[config.mk]
export PLATFORM = sky130hd
export DESIGN_NAME = if_stage_fetchq
export DESIGN_NICKNAME = d
export VERILOG_FILES = /design/src/rtl/if_stage_fetchq.sv
export SDC_FILE = /design/constraint.sdc
export NUM_CORES = 1
export LEC_CHECK = 0
export ABC_AREA = 1
export BUFFER_PORTS_ARGS = -buffer_cell sky130_fd_sc_hd__clkbuf_2
export CORE_ASPECT_RATIO = 0.5
export CORE_MARGIN = 2
export CORE_UTILIZATION = 56
export DETAILED_ROUTE_END_ITERATION = 12
export GPL_ROUTABILITY_DRIVEN = 0
export PLACE_DENSITY = 0.81
export RECOVER_POWER = 50
export SYNTH_ARGS = -nofsm -noshare
export SYNTH_HDL_FRONTEND = slang
export SYNTH_SLANG_ARGS = --single-unit
[constraint.sdc]
create_clock -name clk -period 6.3 [get_ports clk]
set_input_delay 0.945 -clock clk [delete_from_list [all_inputs] [get_ports clk]]
set_output_delay 0.945 -clock clk [all_outputs]
set_load 0.02 [all_outputs]
[src/rtl/if_stage_fetchq.sv]
// Instruction fetch with a prefetch queue: one fetch per cycle into a circular FIFO, head shown to decode
// combinationally (visible one cycle after push); decode stalls back up only once the queue is full; EX redirect flushes.
module if_stage_fetchq #(
    parameter int               XLEN        = 32,
    parameter logic [XLEN-1:0]  RESET_PC    = '0,
    parameter int               QUEUE_DEPTH = 4,
    parameter int               INST_BYTES  = 4
) (
    input  logic                               clk,
    input  logic                               rst,
    input  logic                               ex_take_branch_out,
    input  logic [XLEN-1:0]                    ex_target_PC_out,
    input  logic [XLEN-1:0]                    Imem2proc_data,
    input  logic                               Imem2proc_valid,
    output logic [XLEN-1:0]                    proc2Imem_addr,
    output logic                               proc2Imem_req,
    input  logic                               id_ready,
    output logic                               if_valid_inst_out,
    output logic [XLEN-1:0]                    if_PC_out,
    output logic [XLEN-1:0]                    if_NPC_out,
    output logic [XLEN-1:0]                    if_IR_out,
    output logic [$clog2(QUEUE_DEPTH+1)-1:0]   if_queue_count
);

    localparam int PW = $clog2(QUEUE_DEPTH);
    localparam int CW = $clog2(QUEUE_DEPTH + 1);
    localparam logic [CW-1:0]   DEPTH_C = CW'(QUEUE_DEPTH);
    localparam logic [XLEN-1:0] INC     = XLEN'(INST_BYTES);

    typedef struct packed {
        logic [XLEN-1:0] pc;
        logic [XLEN-1:0] npc;
        logic [XLEN-1:0] ir;
    } entry_t;

    entry_t                  mem [QUEUE_DEPTH];
    logic [QUEUE_DEPTH-1:0]  vld;
    logic [XLEN-1:0]         pc_reg;
    logic [PW-1:0]           head;
    logic [PW-1:0]           tail;
    logic [CW-1:0]           count;
    entry_t                  head_entry;
    logic                    pop;
    logic                    can_push;
    logic                    push;

    assign head_entry        = mem[head];
    assign if_valid_inst_out = vld[head];
    assign pop               = if_valid_inst_out & id_ready;
    // A pop in the same cycle frees the slot, so a full queue can still stream.
    assign can_push          = (count < DEPTH_C) | pop;
    assign proc2Imem_req     = ~rst & ~ex_take_branch_out & can_push;
    assign push              = proc2Imem_req & Imem2proc_valid;
    assign proc2Imem_addr    = {pc_reg[XLEN-1:2], 2'b00};

    assign if_PC_out      = if_valid_inst_out ? head_entry.pc  : '0;
    assign if_NPC_out     = if_valid_inst_out ? head_entry.npc : '0;
    assign if_IR_out      = if_valid_inst_out ? head_entry.ir  : '0;
    assign if_queue_count = count;

    always_ff @(posedge clk) begin
        if (rst) begin
            pc_reg <= RESET_PC;
            head   <= '0;
            tail   <= '0;
            count  <= '0;
            vld    <= '0;
        end else if (ex_take_branch_out) begin
            pc_reg <= ex_target_PC_out;
            head   <= '0;
            tail   <= '0;
            count  <= '0;
            vld    <= '0;
        end else begin
            if (pop) begin
                head      <= head + PW'(1);
                vld[head] <= 1'b0;
            end
            // Set after the clear: at full, push and pop hit the same slot.
            if (push) begin
                tail      <= tail + PW'(1);
                vld[tail] <= 1'b1;
                pc_reg    <= pc_reg + INC;
            end
            count <= count + CW'(push) - CW'(pop);
        end
    end

    always_ff @(posedge clk) begin
        if (push) begin
            mem[tail] <= '{pc: pc_reg, npc: pc_reg + INC, ir: Imem2proc_data};
        end
    end

endmodule

==> results of run 1 <==
-- layer usage --
metal	GRT usage, %	routed length (um)	vias up
met5	0	0	-
met3	3.94	3220	86
met2	40.8	20700	539
met1	32.7	16700	6081
met4	8.91	1290	0
li1	-	-	5902
-- stage by stage --
step	utilization [%]	power, mW	setup WS, ns
after global placement	60.2	3.43	2.37
after detailed placement	60.2	3.44	2.28
after global routing	63.2	5.75	1.38
after CTS	63.9	5.62	1.99
final	63.2	5.59	1.65
after floorplan	-	3.34	2.23
-- synth_stat cells --
cell	n	area (um^2)
edfxtp_1	376	11300
nor2_1	321	1200
nand2_1	292	1100
inv_1	143	537
o21ai_0	107	536
o32ai_1	94	823
nand3_1	50	250
dfxtp_1	45	901
buf_4	39	293
clkbuf_1	34	128
buf_2	29	145
a21oi_1	22	110
nand3b_1	13	97.6
ha_1	11	138
buf_6	10	113
nor2_2	9	56.3
buf_1	7	26.3
nor2_4	7	78.8
xnor2_1	7	61.3
inv_2	6	22.5
nand2_4	5	56.3
nand2_2	4	25.0
a21oi_2	3	26.3
and2_1	3	18.8
nand3_2	3	30.0
dlygate4sd1_1	2	17.5
mux2_2	2	22.5
nand3_4	2	35.0
nand4_1	2	12.5
xor2_1	2	17.5
buf_12	1	20.0
conb_1	1	3.75
fa_1	1	20.0
nor2_8	1	20.0
nor3_1	1	5.00
o21ai_1	1	5.00
o21bai_1	1	7.51
xnor2_2	1	16.3
-- kinds of logic after synthesis --
logic type,count (synthesis),share of synthesized area [%]
multiplexers,2,0.123
flip-flops,421,66.7
adder cells (fa/ha/maj),12,0.863
other,1,0.0205
XOR/XNOR,10,0.521
buffers and inverters,271,7.12
AO/OA/AOI/OAI,228,8.25
AND/OR/NAND/NOR,713,16.4
-- worst max path at each step --
| stage | slack (ns) | start | cells past startpoint | endpoint |
|---|---|---|---|---|
| 6_report | 1.65 | ex_take_branch_out | 10 | if_queue_count[2] |
| 5_1_grt | 1.38 | ex_take_branch_out | 10 | if_queue_count[2] |
| 4_1_cts | 1.99 | register | 7 | if_PC_out[27] |
| 3_5_place_dp | 2.28 | ex_take_branch_out | 7 | mem[3][26] |
| 3_3_place_gp | 2.37 | ex_take_branch_out | 7 | mem[3][23] |
| 2_1_floorplan | 2.23 | ex_take_branch_out | 7 | mem[0][0] |
-- final cells by class --
type | count | share of cell area [%]
Clock buffer | 41 | 4.72
Clock inverter | 24 | 1.09
Inverter | 149 | 2.85
Multi-Input combinational cell | 967 | 23.1
Sequential cell | 421 | 60.5
Tap cell | 432 | 2.68
Timing Repair Buffer | 211 | 5.04
-- power groups by stage --
stage | Combinational, mW | Clock [mW] | Sequential (mW)
after floorplan | 0.177 | 0 | 3.17
after global placement | 0.247 | 0 | 3.18
after detailed placement | 0.252 | 0 | 3.18
after CTS | 0.254 | 2.25 | 3.12
after global routing | 0.268 | 2.35 | 3.13
final | 0.245 | 2.23 | 3.12
-- worst max-delay path: stages --
cell and delay [ns]:
clkbuf_1 0.57, nor2_1 0.60, nand3_1 1.16, ha_1 0.76
inv_1 0.04, ha_1 0.18, fa_1 0.37, xnor2_1 0.21
xnor2_1 0.16, nor2_1 0.05
==> flow_summary.yaml, run 1 <==
sta:
  hold_viol_final: 0
  rsz0062_at_grt: "false"
  slew_violations: 37
  tightest_slew_ns: 1.50
  clock_skew_ns: 0.0106
  finalCriticalPeriod_ns: 4.65
  fmax_mhz: 215
  worst_hold_slack_ns: 0.474
  setup_viol: 0
  finalSetupTns_ns: 0
  relSlewSlack_pct: -0.538
  finalCritPeriodShare_pct: 73.9
drt:
  drt_wl_total_um: 41900
  via_per_inst: 5.62
  routedWlPerCell_um: 18.7
  vias: 12600
  ant_nets: 0
  drt_iter0_drc: 1286
  drc_errors: 0
  drtPass1Iterations: 5
grt:
  grtUsageTotal_pct: 24.4
  gr-total-overflow: 0
  grt_start_max_net_pins: 136
  antenna_found_initial: 0
  grt_pass1_vias: 12200
  grt_pass1_wl_um: 65300
cells_and_area:
  fill_cells: 2420
  final_common_cell: "edfxtp_1"
  stdcell_area_um2: 20200
  fin_nets: 1868
  drive_gt1_share_pct: 12.6
  antenna_cells: 0
  stdcell_count: 2245
  final_cell_mix: "edfxtp_1, nor2_1, nand2_1"
  area_growth_pct: 10.3
  largest_reg_flops: 376
  regArea_um2: 12200
  multi_input_area_um2: 4650
worst_hold_path:
  min_to: "vld[2]"
  hold_start: "vld[2]"
  hold_path_class: "register to register"
  hold_path_depth: 2
clocking:
  cts_resized: 0
  tritoncts: "built"
  clk_pin_slew_ns: 0.07
  hold_buffers: 0
  clockBufferDepth: 3
  cts_buffers: 37
  insertion_delay_ns: 0.54
  post-cts-setup-buffers: 0
  cts_max_level: 2
  cts.sinks: 421
  cts-root-buf: "clkbuf_16"
power:
  p_sw_share_pct: 21.8
  p_per_area_nw_per_um2: 278
  max-vdd-ir-drop_v: 0.000173
  combPwrFrac_pct: 4.4
  p_clk_share_pct: 39.8
  p_leak_nw: 7.80
  power_frac_seq_pct: 55.8
  p_switching_mw: 1.22
  p_int_mw: 4.38
placement:
  dp.cells: 2180
  io_buffers: 199
  dp_hpwl_um: 25700
  placed_area_um2: 19200
die:
  initial_utilization_pct: 57.3
  dieArea_um2: 34200
  design.core.area_um2: 31900
  ios: 202
  die_h_um: 132
  rows: 46
  die_w_um: 259
outcome:
  status: "complete, but fails checks"
  violations: "capacitance limit, slew limit"
worst_setup_path:
  cp-end-kind: "register"
  r2r_end: "if_queue_count[2]"
  crit_required_ns: 6.72
  r2r-start: "head[0]"
  rrSetupSlack_ns: 2.46
  cp_max_fo: 36
  critical_path_class: "primary input to register"
  start_kind: "primary input"
  r2r.worst_path.cells: 13
  cp_data_arrival_time_ns: 5.07
synth:
  ys_seq_area_share_pct: 66.7
  synth-seq-cells: 421
  ys_warn_count: 0
  synth_cells: 1658
  synth_cell_types: 38
  netlist_area_um2: 18300
  avgSynthCellArea_um2: 11.0
run:
  max-cap-violations: 2
(Power assumes the default switching activity.)
==> run 2: changes to the inputs <==
==> constraint.sdc (replaced) <==
create_clock -name clk -period 4.5 [get_ports clk]
set_input_delay 0.675 -clock clk [delete_from_list [all_inputs] [get_ports clk]]
set_output_delay 0.675 -clock clk [all_outputs]
set_load 0.02 [all_outputs]
==> flow_summary.yaml, run 2 (synthesis results as in run 1) <==
worst_setup_path:
  cp_cell_sequence: "clkbuf_1, nor2_1, nand3_1, ha_1, inv_1, ha_1, fa_1, xnor2_1, xnor2_1, nor2_1"
  worstPathBufferInverterCount: 2
  rrSetupSlack_ns: 0.78
  critical_path_class: "primary input to register"
  cp_data_arrival_time_ns: 4.38
  crit_required_ns: 4.90
  slowest_stage: "nand3_1"
  cp_top_family: "simple AND/OR/NAND/NOR gates"
  cp_max_fo: 36
  start_kind: "primary input"
  slowest_delay_ns: 1.13
  cp-end-kind: "register"
drt:
  drc_errors: 0
  vias: 12600
  drt_iter0_drc: 1167
  via_per_inst: 5.60
  ant_nets: 0
  routedWlPerCell_um: 18.4
  drtPass1Iterations: 6
  drt_wl_total_um: 41400
cells_and_area:
  largest_reg_flops: 376
  fin_nets: 1879
  antenna_cells: 0
  area_growth_pct: 11.1
  final_cell_mix: "edfxtp_1, nor2_1, nand2_1"
  drive_gt1_share_pct: 12.7
  final_common_cell: "edfxtp_1"
placement:
  io_buffers: 199
  dp_hpwl_um: 25800
  post-place-ws_ns: 1.20
grt:
  gr-total-overflow: 0
  grtUsageTotal_pct: 24.0
  grt_pass1_wl_um: 64100
  grt_start_max_net_pins: 76
  grt_pass1_vias: 12200
  antenna_found_initial: 0
die:
  design.core.area_um2: 31900
  rows: 46
  initial_utilization_pct: 57.3
  die_w_um: 259
  dieArea_um2: 34200
  die_h_um: 132
  ios: 202
clocking:
  post-cts-setup-buffers: 0
  insertion_delay_ns: 0.54
  clockBufferDepth: 3
  cts.sinks: 421
  cts-root-buf: "clkbuf_16"
  cts_resized: 0
  cts_max_level: 2
  cts_buffers: 38
  clk_pin_slew_ns: 0.06
  hold_buffers: 0
  tritoncts: "built"
worst_hold_path:
  hold_path_class: "primary input to register"
power:
  combPwrFrac_pct: 4.4
  power_frac_seq_pct: 55.8
  max-vdd-ir-drop_v: 0.000228
  p_per_area_nw_per_um2: 386
  p_leak_nw: 7.89
  p_sw_share_pct: 21.1
  p_switching_mw: 1.65
  p_int_mw: 6.18
  p_clk_share_pct: 39.7
sta:
  finalCritPeriodShare_pct: 88.3
  relSlewSlack_pct: 2.32
  setup_viol: 0
  hold_viol_final: 0
  fin_ws_ns: 0.527
  fmax_mhz: 252
  clock_skew_ns: 0.0232
  tightest_slew_ns: 1.46
  finalSetupTns_ns: 0
  slew_violations: 0
  rsz0062_at_grt: "false"
  finalCriticalPeriod_ns: 3.97
run:
  max-cap-violations: 0
outcome:
  status: "finished, final reports clean"
## run 2: path summary, 6_finish.rpt
kind / start / endpoint / depth (start not counted)
worst max-delay path: rst / if_queue_count[2] / 10
worst min-delay path: Imem2proc_data[9] / mem[0][9] / 1
worst max register to register: head[1] / if_queue_count[2] / 12
worst min register to register: vld[2] / vld[2] / 2
## run 2: stage by stage
step	instances	power, mW	utilization, %	area [um^2]	hold slack (ns)
5_1_grt	2257	8.04	63.6	20300	0.385
3_3_place_gp	2190	4.80	60.6	19300	0.463
6_report	2257	7.83	63.6	20300	0.399
3_5_place_dp	2190	4.81	60.6	19300	0.468
4_1_cts	2257	7.86	64.3	20500	0.343
2_1_floorplan	1659	4.68	-	18300	0.443
## run 2: area by class of cell
type | instances | area, um^2
multi-input combinational | 967 | 4650
fill | 2365 | 11600
inverter | 149 | 573
timing repair buffer | 221 | 1140
sequential | 421 | 12200
tap | 432 | 541
clock buffer | 55 | 1070
clock inverter | 12 | 115
## run 2: routing by layer
metal	GRT usage, %	vias to the layer above	wire length (um)
li1	-	5923	-
met1	31.7	6144	17100
met2	39.9	467	20000
met3	4.05	107	2870
met4	9.83	0	1520
met5	0	-	0
## run 2: worst reg2reg max path, cell delays in order (launching register included)
cell	delay [ns]
dfxtp_1	0.41
inv_1	0.13
nand3_2	0.12
nand3_4	0.12
nand2_4	0.10
nand3_1	1.02
ha_1	0.74
inv_1	0.04
ha_1	0.18
fa_1	0.37
xnor2_1	0.19
xnor2_1	0.13
nor2_1	0.05
## run 2: power by group through the flow
stage / Sequential, mW / Combinational [mW] / Clock [mW]
after global routing: 4.38 / 0.376 / 3.29
after floorplan: 4.43 / 0.248 / 0
after detailed placement: 4.46 / 0.354 / 0
after global placement: 4.45 / 0.347 / 0
after CTS: 4.37 / 0.357 / 3.14
final: 4.37 / 0.346 / 3.11
